--- config.mk ---
export PLATFORM = sky130hd
export DESIGN_NAME = r5_input_collector
export DESIGN_NICKNAME = d
export VERILOG_FILES = /design/src/rtl/r5_pkg.sv /design/src/rtl/r5_slot_ctr.sv /design/src/rtl/r5_input_collector.sv
export SDC_FILE = /design/constraint.sdc
export NUM_CORES = 1
export LEC_CHECK = 0
export CAP_MARGIN = 15
export CORE_AREA = 10 10 225 227
export CTS_BUF_LIST = sky130_fd_sc_hd__clkbuf_4
export CTS_CLUSTER_SIZE = 28
export DETAILED_ROUTE_END_ITERATION = 12
export DIE_AREA = 0 0 235 237
export HOLD_SLACK_MARGIN = 0.1
export PLACE_DENSITY = 0.77
export SLEW_MARGIN = 20
export SYNTH_ARGS = -nofsm -noshare
export SYNTH_HDL_FRONTEND = slang
export SYNTH_SLANG_ARGS = --single-unit
--- constraint.sdc ---
create_clock -name clk -period 2.1 [get_ports clk]
set_clock_uncertainty 0.15 [all_clocks]
set_input_delay 0.315 -clock clk [delete_from_list [all_inputs] [get_ports clk]]
set_output_delay 0.315 -clock clk [all_outputs]
set_load 0.02 [all_outputs]
--- src/rtl/r5_pkg.sv ---
// Shared types and constants for the radix-5 FFT datapath.
package r5_pkg;

  localparam int R5_RADIX = 5;
  localparam int R5_W     = 32;

  typedef logic [2:0] r5_slot_t;

  typedef struct packed {
    logic [R5_W-1:0] re;
    logic [R5_W-1:0] img;
  } r5_cplx_t;

endpackage

--- src/rtl/r5_slot_ctr.sv ---
// Mod-5 slot counter with enable, synchronous clear and load-to-1 for frame resync.
module r5_slot_ctr
  import r5_pkg::*;
(
  input  logic     clk,
  input  logic     rst,
  input  logic     en,
  input  logic     load1,
  output r5_slot_t slot,
  output logic     last
);

  r5_slot_t slot_q, slot_d;

  assign last = (slot_q == r5_slot_t'(R5_RADIX - 1));
  assign slot = slot_q;

  // A resync sample occupies slot 0 itself, so the next sample goes to slot 1.
  always_comb begin
    slot_d = slot_q;
    if (load1) begin
      slot_d = r5_slot_t'(1);
    end else if (en) begin
      slot_d = last ? r5_slot_t'(0) : slot_q + r5_slot_t'(1);
    end
  end

  always_ff @(posedge clk) begin
    if (rst) begin
      slot_q <= '0;
    end else begin
      slot_q <= slot_d;
    end
  end

endmodule

--- src/rtl/r5_input_collector.sv ---
// Gathers five consecutive complex samples into a parallel group with a one-cycle out_valid strobe.
// Optional R5_SOF_RESYNC_EN: in_sof realigns grouping to slot 0 and flags discarded partial groups.
module r5_input_collector
  import r5_pkg::*;
#(
  parameter int W = R5_W
) (
  input  logic         clk,
  input  logic         rst,
  input  logic         in_valid,
  input  logic         in_sof,
  input  logic [W-1:0] a_re,
  input  logic [W-1:0] a_img,
  output logic [W-1:0] x0_re,
  output logic [W-1:0] x0_img,
  output logic [W-1:0] x1_re,
  output logic [W-1:0] x1_img,
  output logic [W-1:0] x2_re,
  output logic [W-1:0] x2_img,
  output logic [W-1:0] x3_re,
  output logic [W-1:0] x3_img,
  output logic [W-1:0] x4_re,
  output logic [W-1:0] x4_img,
  output logic         out_valid,
  output logic         sof_err
);

  typedef struct packed {
    logic [W-1:0] re;
    logic [W-1:0] img;
  } lane_t;

  lane_t    stg_q  [R5_RADIX-1];
  lane_t    stg_d  [R5_RADIX-1];
  lane_t    lane_q [R5_RADIX];
  lane_t    lane_d [R5_RADIX];
  logic     out_valid_q, out_valid_d;
  logic     sof_err_q, sof_err_d;
  lane_t    sample;
  r5_slot_t slot;
  logic     last;
  logic     resync;

`ifdef R5_SOF_RESYNC_EN
  assign resync = in_valid & in_sof;
`else
  logic sof_unused;
  assign sof_unused = in_sof;
  assign resync     = 1'b0;
`endif

  r5_slot_ctr u_slot_ctr (
    .clk   (clk),
    .rst   (rst),
    .en    (in_valid),
    .load1 (resync),
    .slot  (slot),
    .last  (last)
  );

  assign sample = '{re: a_re, img: a_img};

  // The fifth sample bypasses staging and lands straight in lane 4.
  always_comb begin
    stg_d       = stg_q;
    lane_d      = lane_q;
    out_valid_d = 1'b0;
    sof_err_d   = 1'b0;
    if (resync) begin
      stg_d[0]  = sample;
      sof_err_d = (slot != r5_slot_t'(0));
    end else if (in_valid && last) begin
      for (int i = 0; i < R5_RADIX - 1; i++) begin
        lane_d[i] = stg_q[i];
      end
      lane_d[R5_RADIX-1] = sample;
      out_valid_d        = 1'b1;
    end else if (in_valid) begin
      for (int i = 0; i < R5_RADIX - 1; i++) begin
        if (slot == r5_slot_t'(i)) begin
          stg_d[i] = sample;
        end
      end
    end
  end

  always_ff @(posedge clk) begin
    if (rst) begin
      stg_q       <= '{default: '0};
      lane_q      <= '{default: '0};
      out_valid_q <= 1'b0;
      sof_err_q   <= 1'b0;
    end else begin
      stg_q       <= stg_d;
      lane_q      <= lane_d;
      out_valid_q <= out_valid_d;
      sof_err_q   <= sof_err_d;
    end
  end

  assign x0_re     = lane_q[0].re;
  assign x0_img    = lane_q[0].img;
  assign x1_re     = lane_q[1].re;
  assign x1_img    = lane_q[1].img;
  assign x2_re     = lane_q[2].re;
  assign x2_img    = lane_q[2].img;
  assign x3_re     = lane_q[3].re;
  assign x3_img    = lane_q[3].img;
  assign x4_re     = lane_q[4].re;
  assign x4_img    = lane_q[4].img;
  assign out_valid = out_valid_q;
  assign sof_err   = sof_err_q;

endmodule

# Word-level counts from Yosys, hierarchy flattened
# Index checks and enable logic that the tools add are counted.
word_totals:
  reg_bits: 580
  in_bits: 68
  out_inout_bits: 322
  elab_cells: 34
op_classes:
  addsub: 1
  eq_ne: 4
  muxes: 2
  n_bitwise: 1
  n_reduce_logical: 6
ops:
  columns: ["operator", "count"]
  rows:
  - ["3-bit AND reduction", 4]
  - ["3-bit by 2-bit equality test with 1-bit output, second input constant", 2]
  - ["3-bit by 1-bit adder with 3-bit output, second input constant", 1]
  - ["3-bit by 1-bit equality test with 1-bit output, second input constant", 1]
  - ["3-bit equality test, second input constant", 1]
  - ["3-bit zero test", 1]
  - ["3-bit 2-to-1 mux", 1]
  - ["1-bit logical AND", 1]
  - ["1-bit 2-to-1 mux", 1]
  - ["1-bit inverter", 1]

# Logic depth before layout (Yosys ltp)
# Gate-level depths: netlist of run 1.
depth:
  ltp_word: 4
  mapped_depth: 8
  ltp_nobuf: 5

# Cells and area by module
# From an unflattened synthesis of run 1, not the netlist that was laid out.
hier_totals:
  cells_unflattened: 2315
  area_unflattened_um2: 21145.3
modules_own_cells:
  columns: ["module", "instances", "cells_per_inst", "area_each_um2", "seq_area_each_um2"]
  rows:
  - ["r5_input_collector", 1, 2297, 20986.4, 11551.1]
  - ["r5_slot_ctr", 1, 18, 158.9, 60.1]

# Worst setup path after synthesis of run 1
# Ideal clock, no wire load.
synth_path:
  kind: "reg2reg"
  from: "register u_slot_ctr.slot_q[0] (netlist: u_slot_ctr.slot[0])"
  to: "register lane_q (netlist bit x1_img[0])"
  setup_time_ns: 0.132
  t_arrival_ns: 1.392
  t_required_ns: 1.818
  slack_ns: 0.425
  stages_incl_launch_ff: 9
  n_path_buf: 3
  synth_period_minus_slack_ns: 1.675
  cell_sequence: "dfxtp_1 inv_1 ha_1 and3_1 buf_4 buf_12 buf_8 nand2_1 a21oi_1"
synth_via:
  elab_chain_len: 2
synth_rtl:
  columns: ["item", "line_no", "source"]
  rows:
  - ["start: declaration", "r5_slot_ctr.sv:13", "r5_slot_t slot_q, slot_d;"]
  - ["start signal: assignment", "r5_slot_ctr.sv:32", "slot_q <= slot_d;"]
  - ["3-bit equality test", "r5_slot_ctr.sv:15", "assign last = (slot_q == r5_slot_t'(R5_RADIX - 1));"]
  - ["1-bit logical AND", "r5_input_collector.sv:72", "end else if (in_valid && last) begin"]
  - ["end signal: assignment", "r5_input_collector.sv:95", "lane_q <= lane_d;"]
  - ["end: declaration", "r5_input_collector.sv:35", "lane_t lane_q [R5_RADIX];"]
# No other way between the ends.
# A chain may end at the register's enable or synchronous reset.

# Final worst setup path of run 1
layout_path:
  from: "register lane_q (netlist bit x2_img[17])"
  to: "output port x2_img[17]"
layout_lines:
  columns: ["item", "line_no", "source"]
  rows:
  - ["end: declaration", "r5_input_collector.sv:19", "output logic [W-1:0] x2_img,"]
# No word-level cell between the ends.

==> results.md, run 1 <==
* Final ANT Viol Nets at 0
* DR iter-0 viols at roughly 1,600
* Die area at between 0.05 and 0.06 mm²
* Placed cells at roughly 3,400
* DIE WIDTH at around 240 µm
* Final Hold Vio Count at 0
* Peak Freq at around 510 MHz
* CP Launch Type: flop
* Detailed Place HPWL at 41,000 µm
* Fill count at between 4,000 and 5,000
* Max Root-Sink Buffers at 3
* Worst-Margin Slew at just under 800 ps
* RR Endpoint: x2_img[21]
* Layout Cells excl Fill at about 3,700
* GRT overflow at 0
* Final worst setup slack at ~130 ps
* Final period utilization at 0.937
* Crit path max-delay family: flip-flops
* Worst hold path depth at 2
* Kind of critical path: flop to output port
* Worst R2R Start: u_slot_ctr.slot[0]
* # setup viols final at 0
* Post-synthesis average cell area at about 8.3 µm²
* Worst Path Arrival at about 1500 ps
* Ys Warns at 0
* CP required at roughly 1600 ps
* Routability cong. at between 0.8 and 0.9
* Status: finished, final reports clean
* Max_cap viols at 0
* H-tree lvl count at 4
* Clk slew on worst S/H paths at 70 ps
* CP max stage delay at ~370 ps
* Area Overhead vs Synth at 27.4%
* Post-CTS setup buffers at 0
* Reg2Reg Setup Slack at 190 ps
* CP cell instances: buf_2
* Crit path depth at 1
* Share of cells above drive strength 1 at 0.221
* Hold WC Path Type: flop to flop
* Register area share after synthesis at 0.551
* WP buf/inv at 1
* Worst slew margin at 0.471
* Power density cells at approximately 840 mW/mm²
* Die height at roughly 240 µm
* Synth Cell Area at around 0.021 mm²
* Max FO, Critical Path at 2
* # rows at 79
* Post-Route WL at 63,300 µm
* DR DRC count at 0
* Final setup TNS at 0 ps
* Commonest non-fill, non-tap cell in the layout: nand2_1
* Final Max Slew Viols at 0
* Post-layout nets at slightly above 3,000
* Reg with most FFs: stg_q
* Initial antenna violation count at 2
* Number of flip-flops under the largest register name at approximately 260
* Vias at approximately 19,000
* Final Critical Period at just under 2000 ps
* Most frequent cells in the layout: nand2_1, dfxtp_1, a21oi_1, buf_2, clkbuf_4
* Worst Hold End: x3_re[22]
* Core area at 0.0462 mm²
* Seq cells post-synth at just under 600
* Vias per cell at 5.08
* Placement Setup Slack at roughly 26 ps
* Initial core utilization at 0.456
* Vias in the first global route at between 15,000 and 20,000
* Net Count, Synth at around 2,600
* CTS tree: built
* I/O Buffers at about 390
* Clk root buf: clkbuf_4
* Crit. End Element: output port
* Worst hold slack at 252 ps
* Hold path start: stg_q[54]
* Slowest CP cell: dfxtp_1
* Number of distinct library cells after synthesis at 22
* Cell count of the worst reg-to-reg path at 7
* Peak VDD IR at 538 µV
* Largest net degree at the start of global routing at 75
* CTS buffer count at 147
* IO Count at between 300 and 400
* Synthesized instance count at around 2,500
* Global-route wire length before repair at 100,000 µm
* Drt pass-1 iters at 7
* Clock sink count at 580
* RSZ-0062 raised after global routing: no
* Total power at 22.4 mW
* Worst skew pair latency at about 960 ps
* GR Util All Layers at 0.220
* Leakage at 10.8 nW
* Wire length per cell at 17.0 µm
-- metrics by stage --
step | util | instance area (µm²)
finish | 0.581 | 26800
global route | 0.581 | 26800
global placement | 0.556 | 25700
floorplan | - | 21100
CTS | 0.581 | 26800
detailed placement | 0.556 | 25700
-- layout make-up --
class,instances,area (µm²),share of cell area
clock inverter,47,385,0.0144
multi-input combinational,1754,8260,0.308
timing repair buffer,532,4250,0.158
tap,607,759,0.0283
inverter,3,11.3,0.000420
clock buffer,205,1540,0.0574
antenna,2,5.00,0.000187
sequential,580,11600,0.433
-- routing by layer --
metal | global-route usage | up-vias | wire, µm
met5 | 0 | - | 0
met3 | 0.0694 | 123 | 4540
li1 | - | 9173 | -
met1 | 0.262 | 9016 | 26500
met4 | 0.0956 | 0 | 1710
met2 | 0.360 | 640 | 30600
-- cell families after synthesis --
logic type,synth area share
buf+inv,0.0577
compound gates,0.131
fa+ha+maj,0.00297
mux,0.0309
other cells,0.000178
simple gates,0.226
flops,0.551
-- report_power, final --
part	switching [mW]	leakage (nW)	internal [mW]
Clock	4.57	1.12	5.37
Combinational	0.737	5.01	0.502
Sequential	0.0893	4.69	11.2
Total	5.40	10.8	17.0
-- cells in the mapped netlist --
cell	number	share of area
a21oi_1	465	0.11
a21oi_2	50	0.021
buf_4	5	0.0018
nand3_2	1	0.00048
nand3b_1	3	0.0011
and3_1	1	0.00030
buf_1	14	0.0025
inv_1	3	0.00053
ha_1	5	0.0030
dfxtp_1	580	0.55
conb_1	1	0.00018
nand2b_1	130	0.039
buf_12	2	0.0019
and3b_1	3	0.0012
nand3_1	3	0.00071
nor2_1	2	0.00036
mux2i_1	65	0.031
buf_2	84	0.020
buf_8	11	0.0078
clkbuf_1	52	0.0093
buf_6	26	0.014
nand2_1	1025	0.18
-- worst max path at each step --
stage	from	endpoint	slack, ps
2_1_floorplan	u_slot_ctr.slot[0]	x1_img[0]	430
3_3_place_gp	in_valid	stg_q[163]	100
3_5_place_dp	in_valid	stg_q[160]	30
4_1_cts	x4_re[21]	x4_re[21]	0.1
5_1_grt	x1_re[25]	x1_re[25]	5
6_report	x2_img[17]	x2_img[17]	130
-- what timing repair did --
item	in CTS	in global routing
resized for setup	1398	4
hold buffers	68	0
endpoints found under the hold margin	580	0
endpoints found under the setup margin	321	4
(Power assumes the default switching activity.)
==> inputs of run 2 (changes only) <==
Settings changed: CORE_AREA 10 10 225 227 to 10 10 226 228, DIE_AREA 0 0 235 237 to 0 0 236 238, SYNTH_HIERARCHICAL from default to 1.
==> run 2 against run 1 <==
  * Global-route usage down 0.81 points
  * Clock power down 2%
  * Die area up 0.85%
  * Sequential power about the same
  * Maximum frequency down 1.1%
  * Synthesized cell count down 8.5%
  * Flip-flop and latch count unchanged
  * Worst hold slack better by 22 ps
  * Cell count down 4.8%
==> results.md, run 2 <==
* Status: finished, final reports clean
* Worst skew pair latency at 950 ps (about the same)
* Finished Cell Area at 0.0273 mm² (+1.8%)
* Post-synthesis average cell area at 9.13 µm² (+9.8%)
* Crit. End Element: flop
* Synth Cell Area at 0.0211 mm² (+0.42%)
* Worst hold slack at 274 ps (+22.1 ps)
* H-tree lvl count at 4 (unchanged)
* Hold path start: rst
* Vias in the first global route at 18,200 (-2.5%)
* DR iter-0 viols at 936 (-41%)
* Share of cells above drive strength 1 at 0.223 (+0.00178)
* Final worst setup slack at 112 ps (-21.5 ps)
* Clk root buf: clkbuf_4
* Fraction of registers with async set or reset after synthesis at 0 (unchanged)
* Final ANT Viol Nets at 0 (unchanged)
* Core area at 0.0464 mm² (+0.43%)
* Most used flip-flop cell after synthesis: dfxtp_1
* Most area-consuming cells after synthesis: dfxtp_1, mux2i_1, nand2_1, nand2b_1, a21oi_1
* Largest net degree at the start of global routing at 69 (-8.0%)
* I/O Buffers at 387 (unchanged)
* Worst slew margin at 0.583 (+0.112)
* Final Max Slew Viols at 0 (unchanged)
* GR Util All Layers at 0.212 (-0.00807)
* Largest area contributor in the netlist: dfxtp_1
* CP required at 2810 ps (+1180 ps)
* Power density cells at 813 mW/mm² (-2.8%)
* Routability cong. at 0.808 (-0.74%)
* Clk slew on worst S/H paths at 60 ps (about the same)
* Synthesized instance count at 2,315 (-8.5%)
* Max FO, Critical Path at 6 (+4)
* Post-synth top area share at 0.549 (-0.00232)
* # setup viols final at 0 (unchanged)
* Initial core utilization at 0.456 (about the same)
* Placement Setup Slack at -66.5 ps (-92.4 ps)
* Most frequent cell after synthesis: nand2_1
* Dpl cell area at 0.0261 mm² (+1.7%)
* Vias per cell at 5.02 (-1.3%)
* Wire length per cell at 17.3 µm (+2.0%)
* Most frequent cells in the layout: nand2_1, dfxtp_1, a21oi_1, nand2b_1, buf_2
* Reg with most FFs: stg_q
* Post-synth EDFFs at 0 (unchanged)
* Cell count of the worst reg-to-reg path at 8 (+1)
* Hold WC Path Type: primary input to flop
* Final Hold Vio Count at 0 (unchanged)
* Seq cells post-synth at 580 (unchanged)
* Drt pass-1 iters at 8 (+1)
* Clock sink count at 580 (unchanged)
* Die area at 0.0562 mm² (+0.85%)
* Register area share after synthesis at 0.549 (-0.00232)
* GRT overflow at 0 (unchanged)
* Kind of critical path: flop to flop
* Number of distinct library cells after synthesis at 24 (+9.1%)
* Worst R2R Start: u_slot_ctr/slot[1]
* Reg2Reg Setup Slack at 110 ps (-80 ps)
* Final period utilization at 0.947 (+0.0102)
* Max Root-Sink Buffers at 3 (unchanged)
* Final Critical Period at 1990 ps (+21.5 ps)
* CTS tree: built
* DIE WIDTH at 236 µm (+0.43%)
* Worst-Margin Slew at 624 ps (-168 ps)
* Ys Warns at 6 (+6)
* Post-Route WL at 61,500 µm (-2.9%)
* # rows at 79 (unchanged)
* Detailed Place HPWL at 40,200 µm (-2.1%)
* Synth top cells by count: nand2_1, dfxtp_1, a21oi_1, nand2b_1, mux2i_1
* Final setup TNS at 0 ps (unchanged)
* Worst Path Arrival at 2700 ps (+1200 ps)
* Area Overhead vs Synth at 29.2%
* Worst hold path depth at 4 (+2)
* DR DRC count at 0 (unchanged)
* Leakage at 12.1 nW (+11%)
* IO Count at 390 (unchanged)
* Post-layout nets at 2,906 (-6.0%)
* Vias at 17,800 (-6.0%)
* Initial antenna violation count at 3 (+1)
* Commonest non-fill, non-tap cell in the layout: nand2_1
* CP Launch Type: flop
* RR Endpoint: stg_q[235]
* Die height at 238 µm (+0.42%)
* Peak Freq at 503 MHz (-1.1%)
* Peak VDD IR at 495 µV (-8.0%)
* Max_cap viols at 0 (unchanged)
* Number of flip-flops under the largest register name at 256 (unchanged)
* Worst Hold End: stg_q[213]
* CTS buffer count at 150 (+2.0%)
* Global-route wire length before repair at 97,100 µm (-3.1%)
run 2: cell count changes in the layout (fill, tap and decap cells not counted), moves of 35 or more:
| cell | delta |
|---|---|
| buf_2 | +35 |
| nand2_1 | -385 |
| nand2b_1 | +191 |
| mux2i_1 | +189 |
| a21oi_1 | -142 |
| a21oi_2 | -50 |
run 2: kinds of logic after synthesis:
group | share of synthesized area
DFF | 0.549
muxes | 0.122
adders and majority gates | 0.00118
other | 0.000177
buffers and inverters | 0.0378
and+or+nand+nor | 0.213
AOI/OAI and AO/OA | 0.0767
run 2: area by class of cell:
type                            instances  area (µm²)
Antenna cell                            5        12.5
Tap cell                              607         759
Clock inverter                         42         294
Inverter                                3        11.3
Fill cell                            3958       19000
Sequential cell                       580       11600
Timing Repair Buffer                  538        4220
Multi-Input combinational cell       1563        8810
Clock buffer                          213        1600
run 2: routing by layer:
layer	up-vias	global-route usage	wire length, µm
li1	8621	-	-
met5	-	0	0
met2	549	0.355	30000
met1	8520	0.238	24900
met4	0	0.103	2080
met3	122	0.0739	4520
run 2: what timing repair did:
item                                    4_1_cts  5_1_grt
setup buffers                                 2        0
cloned                                        3        2
pin swaps                                     0        1
gates resized for setup                    1365        5
endpoints found under the setup margin      385       46
endpoints found under the hold margin       580        0
hold buffers                                 67        0
run 2: worst max path at each step:
stage / from / endpoint / slack (ps) / cells after the start
after floorplan: u_slot_ctr/slot[0] / stg_q[192] / 110 / 8
after global placement: in_valid / stg_q[212] / 30 / 5
after detailed placement: in_valid / stg_q[211] / -70 / 5
after CTS: x4_re[19] / x4_re[19] / 0.5 / 1
after global routing: x4_re[19] / x4_re[19] / -20 / 1
final: u_slot_ctr/slot[1] / stg_q[235] / 110 / 8
run 2: through the flow:
step	utilization	std cells	total power [mW]
6_report	0.589	3551	22.2
5_1_grt	0.589	3551	23.2
3_3_place_gp	0.563	3217	12.5
3_5_place_dp	0.563	3217	12.5
4_1_cts	0.588	3544	22.5
2_1_floorplan	-	2318	12.1
run 2: critical path, cell delays in order, from the launching register on:
cell       delay, ps
dfxtp_1          330
inv_1             50
ha_2             170
and2_4           170
nor4b_4          240
nor2b_4          250
buf_8            170
clkbuf_16        180
mux2i_1          200
run 2: power breakdown:
| part | switching (mW) | total [mW] | internal (mW) |
|---|---|---|---|
| clock network | 4.49 | 9.75 | 5.26 |
| registers | 0.0881 | 11.3 | 11.2 |
| logic | 0.583 | 1.20 | 0.616 |
==> inputs of run 3 (changes only) <==
Settings changed: CELL_PAD_IN_SITES_DETAIL_PLACEMENT from default to 2, CELL_PAD_IN_SITES_GLOBAL_PLACEMENT from default to 2, CORE_AREA 10 10 226 228 to 10 10 265 267, DIE_AREA 0 0 236 238 to 0 0 275 277, PLACE_DENSITY 0.77 to 0.87.
==> run 3 against run 2 <==
  * The run now ends with setup timing left
  * Routed wire length up 59%
  * Maximum frequency is 5.5% lower
  * Worst setup slack worse by 120 ps
  * Design area grew 4.7%
  * Flip-flop and latch count stayed put
  * Sequential share of layout area decreased by 1.6 points
  * Clock power grew 8%
  * Critical path depth rose by 1
  * Total power up 3.9%
  * Combinational power up 10%
  * Die area increased by 36%
  * Critical path type unchanged
  * Highest routed layer unchanged
==> results.md, run 3 (synthesis gave the netlist of run 2 again) <==
* Leakage at 12.2 nW (+1.4%)
* Hold WC Path Type: flop to flop
* Global-route wire length before repair at 145,000 µm (+49%)
* Finished Cell Area at 0.0286 mm² (+4.7%)
* Worst skew pair latency at 960 ps (about the same)
* Clock sink count at 580 (unchanged)
* Final Max Slew Viols at 0 (unchanged)
* Die height at 277 µm (+16%)
* I/O Buffers at 387 (unchanged)
* # setup viols final at 2 (+2)
* Status: complete, but fails checks
* Vias at 19,200 (+7.6%)
* DR DRC count at 0 (unchanged)
* Fill count at 6,907 (+75%)
* Peak VDD IR at 410 µV (-17%)
* Total power at 23.1 mW (+3.9%)
* Final period utilization at 1.00 (+0.0551)
* RSZ-0062 raised after global routing: yes
* # rows at 94 (+19%)
* IO Count at 390 (unchanged)
* Max_cap viols at 0 (unchanged)
* Post-layout nets at 2,938 (+1.1%)
* GR Util All Layers at 0.247 (+0.0353)
* Vias per cell at 5.00 (-0.25%)
* Final Critical Period at 2100 ps (+116 ps)
* CP required at 2780 ps (-30 ps)
* Core area at 0.0652 mm² (+41%)
* Largest net degree at the start of global routing at 72 (+4.3%)
* Clk slew on worst S/H paths at 70 ps (about the same)
* Detailed Place HPWL at 55,300 µm (+38%)
* Vias in the first global route at 22,700 (+25%)
* Max Root-Sink Buffers at 3 (unchanged)
* Dpl cell area at 0.0265 mm² (+1.8%)
* DIE WIDTH at 275 µm (+17%)
* CP Launch Type: flop
* Final Hold Vio Count at 0 (unchanged)
* Power density cells at 807 mW/mm² (-0.75%)
* Drt pass-1 iters at 5 (-3)
* Wire length per cell at 25.6 µm (+48%)
* Initial core utilization at 0.325 (-0.132)
* CTS tree: built
* Clk root buf: clkbuf_4
* Area Overhead vs Synth at 35.3%
* Reg with most FFs: stg_q
* Number of flip-flops under the largest register name at 256 (unchanged)
* Kind of critical path: flop to flop
* Commonest non-fill, non-tap cell in the layout: nand2_1
* Post-layout util at 0.439 (-0.150)
* H-tree lvl count at 4 (unchanged)
* Share of cells above drive strength 1 at 0.264 (+0.0408)
* Failing checks: setup timing
* Final worst setup slack at -4.03 ps (-116 ps)
* Crit. End Element: flop
* Most frequent cells in the layout: nand2_1, dfxtp_1, nand2b_1, a21oi_1, mux2i_1
* CTS buffer count at 159 (+6.0%)
* Max FO, Critical Path at 8 (+2)
* Worst hold slack at 267 ps (-6.53 ps)
* Peak Freq at 475 MHz (-5.5%)
* Die area at 0.0762 mm² (+36%)
* Placement Setup Slack at -129 ps (-62.4 ps)
* GRT overflow at 0 (unchanged)
* Routability cong. at 0.772 (-4.6%)
* DR iter-0 viols at 955 (+2.0%)
* Final ANT Viol Nets at 0 (unchanged)
* Initial antenna violation count at 1 (-2)
* Post-Route WL at 98,000 µm (+59%)
* Worst Path Arrival at 2780 ps (+80 ps)
==> run 3: cell types whose count changed in the layout (fill, tap and decap cells not counted), moves of 13 or more <==
cell,delta
buf_4,+145
buf_2,-141
dfxtp_1,-69
dfxtp_2,+69
a21oi_1,-14
a21oi_2,+14
clkbuf_4,+14
buf_16,+13
==> run 3: stage by stage <==
stage | std cells | TNS, ps
final | 3832 | -6.94
after global routing | 3832 | -713
after CTS | 3827 | -110
after detailed placement | 3489 | -6710
after global placement | 3489 | -25.6
after floorplan | 2318 | 0
==> run 3: layer usage <==
layer | track usage | share of wire | vias up
met3 | 0.0736 | 0.058 | 224
li1 | - | - | 8661
met4 | 0.116 | 0.039 | 0
met1 | 0.248 | 0.37 | 9690
met5 | 0 | 0 | -
met2 | 0.457 | 0.54 | 599
==> run 3: worst max-delay path, cell delays in order, from the launching register on <==
cell and delay (ps):
dfxtp_2 350, inv_2 50, ha_4 150, and2_4 170
buf_6 110, and4bb_2 340, buf_6 130, nand2_8 120
buf_16 200, mux2i_2 240
==> run 3: layout make-up <==
class	instances	area, µm²	area share
clock inverter	36	229	0.00800
sequential	580	11700	0.409
multi-input combinational	1563	8950	0.313
tap	864	1080	0.0378
inverter	3	11.3	0.000393
timing repair buffer	561	4960	0.173
antenna	2	5.00	0.000175
clock buffer	223	1670	0.0585
==> run 3: report_power, final <==
group	internal [mW]	switching (mW)
combinational	0.626	0.694
clock	5.22	5.26
sequential	11.2	0.119
total	17.0	6.08
==> run 3: worst paths after layout <==
path	to	start	depth (start not counted)	slack [ps]
worst max-delay path	stg_q[40]	u_slot_ctr/slot[0]	9	-4
worst max register to register	stg_q[40]	u_slot_ctr/slot[0]	9	-4
worst min register to register	x3_img[0]	stg_q[0]	2	270
worst min-delay path	x3_img[0]	stg_q[0]	2	270
==> run 3: repair_timing <==
item / 4_1_cts / 5_1_grt
gates resized for setup: 1538 / 141
endpoints found under the setup margin: 441 / 144
hold buffers: 66 / 0
hold endpoints to repair: 580 / 0
gates cloned: 8 / 2
pin swaps: 4 / 2
buffers inserted: 5 / 2
